<file path="config.mk">
export PLATFORM = sky130hd
export DESIGN_NAME = seg7_scan_4digit
export DESIGN_NICKNAME = d
export VERILOG_FILES = /design/src/rtl/seg7_scan_4digit.sv
export SDC_FILE = /design/constraint.sdc
export NUM_CORES = 1
export LEC_CHECK = 0
export ABC_AREA = 1
export BUFFER_PORTS_ARGS = -buffer_cell sky130_fd_sc_hd__buf_4
export CAP_MARGIN = 20
export CORE_MARGIN = 1.5
export CORE_UTILIZATION = 50
export DETAILED_ROUTE_END_ITERATION = 10
export PLACE_DENSITY = 0.79
export SYNTH_ARGS = -nofsm -noshare
export SYNTH_HDL_FRONTEND = slang
export SYNTH_SLANG_ARGS = --single-unit
</file>
<file path="constraint.sdc">
create_clock -name clk -period 1.9 [get_ports clk]
set_input_delay 0.38 -clock clk [delete_from_list [all_inputs] [get_ports clk]]
set_output_delay 0.38 -clock clk [all_outputs]
set_load 0.01 [all_outputs]
</file>
<file path="src/rtl/seg7_scan_4digit.sv">
// Four-digit multiplexed seven-segment driver for a common-anode display.
// Incoming BCD values are staged in a shadow register and committed to the
// displayed copy only at frame boundaries, so a frame never mixes old and new digits.
module seg7_scan_4digit #(
  parameter int REFRESH_DIV = 100000
) (
  input  logic        clk,
  input  logic        rst_n,
  input  logic        load,
  input  logic [15:0] digits,
  input  logic [3:0]  dp_en,
  input  logic        blank_lz,
  output logic [3:0]  an,
  output logic [6:0]  seg,
  output logic        dp,
  output logic        frame_done
);

  localparam int CNT_W = (REFRESH_DIV > 2) ? $clog2(REFRESH_DIV) : 1;
  localparam logic [CNT_W-1:0] CNT_MAX = CNT_W'(REFRESH_DIV - 1);

  // Active-low segment pattern {g,f,e,d,c,b,a}; non-BCD codes render as a dash.
  function automatic logic [6:0] bcd_to_seg(input logic [3:0] code);
    logic [6:0] pat;
    case (code)
      4'd0:    pat = 7'b1000000;
      4'd1:    pat = 7'b1111001;
      4'd2:    pat = 7'b0100100;
      4'd3:    pat = 7'b0110000;
      4'd4:    pat = 7'b0011001;
      4'd5:    pat = 7'b0010010;
      4'd6:    pat = 7'b0000010;
      4'd7:    pat = 7'b1111000;
      4'd8:    pat = 7'b0000000;
      4'd9:    pat = 7'b0010000;
      default: pat = 7'b0111111;
    endcase
    return pat;
  endfunction

  logic [CNT_W-1:0] cnt_r;
  logic [1:0]       idx_r;
  logic [15:0]      shadow_digits_r;
  logic [3:0]       shadow_dp_r;
  logic             pending_r;
  logic [15:0]      disp_digits_r;
  logic [3:0]       disp_dp_r;
  logic             boundary_d_r;
  logic [3:0]       an_r;
  logic [6:0]       seg_r;
  logic             dp_r;
  logic             frame_done_r;

  logic             tick_s;
  logic             boundary_s;
  logic [3:0]       cur_digit_s;
  logic             lead_zero_s;
  logic             blank_s;
  logic [3:0]       an_nxt_s;
  logic [6:0]       seg_nxt_s;
  logic             dp_nxt_s;

  // Digit-period tick and frame boundary (tick while the last digit is active).
  always_comb begin
    tick_s     = (cnt_r == CNT_MAX);
    boundary_s = tick_s && (idx_r == 2'd3);
  end

  // Refresh counter and active digit index.
  always_ff @(posedge clk or negedge rst_n) begin
    if (!rst_n) begin
      cnt_r <= '0;
      idx_r <= 2'd0;
    end else if (tick_s) begin
      cnt_r <= '0;
      idx_r <= idx_r + 2'd1;
    end else begin
      cnt_r <= cnt_r + CNT_W'(1);
    end
  end

  // Shadow capture; the last load before a boundary wins, and a boundary always clears pending.
  always_ff @(posedge clk or negedge rst_n) begin
    if (!rst_n) begin
      shadow_digits_r <= 16'h0000;
      shadow_dp_r     <= 4'b0000;
      pending_r       <= 1'b0;
    end else begin
      if (load) begin
        shadow_digits_r <= digits;
        shadow_dp_r     <= dp_en;
      end
      if (boundary_s) begin
        pending_r <= 1'b0;
      end else if (load) begin
        pending_r <= 1'b1;
      end
    end
  end

  // Commit to the displayed copy at the boundary; a same-cycle load bypasses the shadow.
  always_ff @(posedge clk or negedge rst_n) begin
    if (!rst_n) begin
      disp_digits_r <= 16'h0000;
      disp_dp_r     <= 4'b0000;
    end else if (boundary_s && load) begin
      disp_digits_r <= digits;
      disp_dp_r     <= dp_en;
    end else if (boundary_s && pending_r) begin
      disp_digits_r <= shadow_digits_r;
      disp_dp_r     <= shadow_dp_r;
    end
  end

  // Select the active digit and decide whether it is a blanked leading zero.
  always_comb begin
    cur_digit_s = 4'd0;
    lead_zero_s = 1'b0;
    case (idx_r)
      2'd0: begin
        cur_digit_s = disp_digits_r[3:0];
        lead_zero_s = 1'b0;
      end
      2'd1: begin
        cur_digit_s = disp_digits_r[7:4];
        lead_zero_s = (disp_digits_r[15:4] == 12'h000);
      end
      2'd2: begin
        cur_digit_s = disp_digits_r[11:8];
        lead_zero_s = (disp_digits_r[15:8] == 8'h00);
      end
      2'd3: begin
        cur_digit_s = disp_digits_r[15:12];
        lead_zero_s = (disp_digits_r[15:12] == 4'h0);
      end
      default: begin
        cur_digit_s = 4'd0;
        lead_zero_s = 1'b0;
      end
    endcase
    blank_s = blank_lz && lead_zero_s;
    if (blank_s) begin
      an_nxt_s  = 4'b1111;
      seg_nxt_s = 7'b1111111;
      dp_nxt_s  = 1'b1;
    end else begin
      an_nxt_s  = ~(4'b0001 << idx_r);
      seg_nxt_s = bcd_to_seg(cur_digit_s);
      dp_nxt_s  = ~disp_dp_r[idx_r];
    end
  end

  // Output registers; frame_done is delayed so it lines up with digit 0 of the new frame.
  always_ff @(posedge clk or negedge rst_n) begin
    if (!rst_n) begin
      boundary_d_r <= 1'b0;
      frame_done_r <= 1'b0;
      an_r         <= 4'b1111;
      seg_r        <= 7'b1111111;
      dp_r         <= 1'b1;
    end else begin
      boundary_d_r <= boundary_s;
      frame_done_r <= boundary_d_r;
      an_r         <= an_nxt_s;
      seg_r        <= seg_nxt_s;
      dp_r         <= dp_nxt_s;
    end
  end

  assign an         = an_r;
  assign seg        = seg_r;
  assign dp         = dp_r;
  assign frame_done = frame_done_r;

endmodule

</file>
==> flow_summary.toml <==
[status]
status = "completed"

[critical_path]
worstSetupStartpointType = "flip-flop"
crit_arrival_ns = 2.17
timing.critical_path.fanout_max = 3
path_common_cell = "nand2_1"
timing.critical_path.required_ns = 2.19
stage_delay_of_the_slowest_cell_on_the_critical_path_ns = 0.42
timing.critical_path.slowest_stage_cell = "dfrtp_1"
worst_path_class_setup = "reg -> reg"
chain_of_cells_forming_the_critical_path = "buf_4 > ha_1 > nand2_1 > nand2_1 > nor2_2 > nor2_2 > buf_4 > ha_1 > or2_2 > nand3_1 > nand2_1"
timing.critical_path.buf_inv = 2
critical_path.top_delay_family = "simple AND/OR/NAND/NOR gates"
crit_path_end_kind = "flip-flop"

[yosys]
ys_top_cells_by_area = "dfrtp_1 44%, nand2_1 18%, dfstp_2 9.0%"
synth_seq_area_share = 0.534
ys_seq_elements = 74
synth_largest_area_cell = "dfrtp_1"
synthArstFlopShare = 1.00
yosysUniqueCellTypes = 27
syn-cell-area_mm2 = 0.00349
syn-num-nets = 452
syn_inst = 419
syn-mean-instance-area_um2 = 8.34
post-synth-top-area-fraction = 0.444
synth_edf_count = 0
synth_ff_type = "dfrtp_1"
synth.yosys.warnings = 0

[cts]
clock_sink_count = 74
clkLatencyLatePin_ns = 0.36
cts_tree = "yes"
cts.root.buffer_cell = "clkbuf_8"
clkSlewWorstSetupHoldPaths_ns = 0.08
cts.path.max_buffers = 2
cts-buffers-inserted = 9
h_tree_levels = 3

[detailed_routing]
initial_drc_count = 88
post_drt_wl_per_cell_um = 12.2
detail_route.vias_per_cell = 4.84
final_antenna_net_count = 0
wl_mm = 6.99
number_of_vias_in_the_routed_layout = 2777
drcViolationCount = 0
drtPass1Iterations = 4

[cells_and_area]
layout_stage_area_growth_over_the_synthesis_result_pct = 21.2
num-nets-final = 506
antenna_cells_inserted = 0
most-common-layout-cells = "160 x nand2_1, 61 x dfrtp_1, 51 x buf_4"
final_layout_size_suffix_gt1_frac = 0.236
final_common_cell = "nand2_1"
layoutNonFillerInstCount = 574

[timing]
fin_skew_ns = 0.0128
timing.setup.tns_ns = 0
timing.fmax_ghz = 0.532
slew_violations = 0
worst_pin_slew_ns = 0.357
timing.max_slew.rel_slack = 0.760
final.period_utilization = 0.989
timing.final.crit_period_ns = 1.88
rsz0062_at_grt = "true"
fin_hold_ws_ns = 0.236
finalSetupViolCount = 0
final_critical_path_setup_slack_ns = 0.0215
number_of_hold_violations_in_the_final_report = 0

[die]
core_region_area_mm2 = 0.00679
rows = 30
pin_count = 37
starting_density_of_the_core = 0.514
die_h_um = 86.6
dieWidth_um = 86.6
floorplan.die_area_mm2 = 0.00750

[pwr]
irDropWorstVdd_mv = 0.485
power.density_cell_area_mw_per_mm2 = 710
design_power_total_mw = 3.01
total_leakage_power_nw = 2.25

[place]
gp_congestion = 0.931
detailed_place_hpwl_mm = 5.07
dp.cells = 553
dpl_worst_slack_ns = -0.00681
port-buffer-count = 36

[global_route]
globalRouteTotalUtil = 0.205
antenna_found_initial = 0
grt_max_degree = 49
via_count_of_the_first_global_routing_pass = 2611
grt_pass1_wl_mm = 11.9
globalRouteOverflowTotal = 0

[min_path]
min_path_type = "in -> reg"

[run]
max-cap-violations = 0
==> report_power, final <==
group / leakage (nW) / internal (mW) / switching [mW]
Combinational: 1.21 / 0.0550 / 0.0829
Clock: 0.103 / 0.644 / 0.601
Sequential: 0.932 / 1.61 / 0.0112
==> layout make-up <==
cell class	instances	area, um2
Clock buffer	10	138
Clock inverter	6	65.1
Fill cell	599	2560
Inverter	42	163
Multi-Input combinational cell	293	1470
Sequential cell	74	1870
Tap cell	96	120
Timing Repair Buffer	53	413
==> state kept, by name (all words and copies together), names as in the netlist <==
signal,count
disp_dp_r,4
frame_done,1
dp,1
boundary_d_r,1
shadow_dp_r,4
shadow_digits_r,16
an,4
seg,7
pending_r,1
idx_r,2
cnt_r,17
disp_digits_r,16
==> metal layers <==
metal  wire (um)  track usage
met4          80       0.0909
met3         283       0.0524
met2        3400        0.320
met5           0            0
met1        3220        0.270
==> final timing paths <==
path,start,endpoint,slack [ns],cells past startpoint
setup reg to reg,idx_r[1],seg[5],0.02,11
hold / removal,digits[10],shadow_digits_r[10],0.24,3
hold reg to reg,boundary_d_r,frame_done,0.35,0
max in group asynchronous,rst_n,idx_r[0],0.87,3
setup / recovery,idx_r[1],seg[5],0.02,11
min in group asynchronous,rst_n,cnt_r[11],0.47,2
==> timing repair <==
item / 4_1_cts / 5_1_grt
gates resized for setup: 1 / 9
hold buffers: 1 / 0
setup endpoints to repair: 2 / 7
pin swaps: 1 / 2
cloned: 0 / 0
endpoints found under the hold margin: 14 / 0
setup buffers: 0 / 4
==> kinds of logic (layout without fill, tap and decap cells) <==
kind of cell	Yosys count	after routing	synth area share
buffers and inverters	52	111	0.0659
and+or+nand+nor	258	258	0.320
DFF	74	74	0.534
AOI/OAI and AO/OA	17	17	0.0251
adders and majority gates	9	9	0.0322
xor gates and xnor gates	9	9	0.0226
==> synth_stat cells (all sizes together), types with 3 or more instances <==
master and number:
a21oi 6, buf 8, dfrtp 62, dfstp 12, ha 9, inv 41
nand2 165, nand3 36, nand4 5, nor2 37, nor3 7, nor3b 4
o21ai 9, or2 3, xor2 9
==> through the flow <==
step                cell area, um2   util
floorplan                     3550      -
global placement              3970  0.584
detailed placement            3970  0.584
CTS                           4180  0.616
global route                  4230  0.623
finish                        4230  0.623
==> tightest hold or removal path, stage by stage <==
cell and delay, ns:
buf_4 0.08, nand2_1 0.04, nand2_1 0.07
Power figures use the tool's default switching activity.
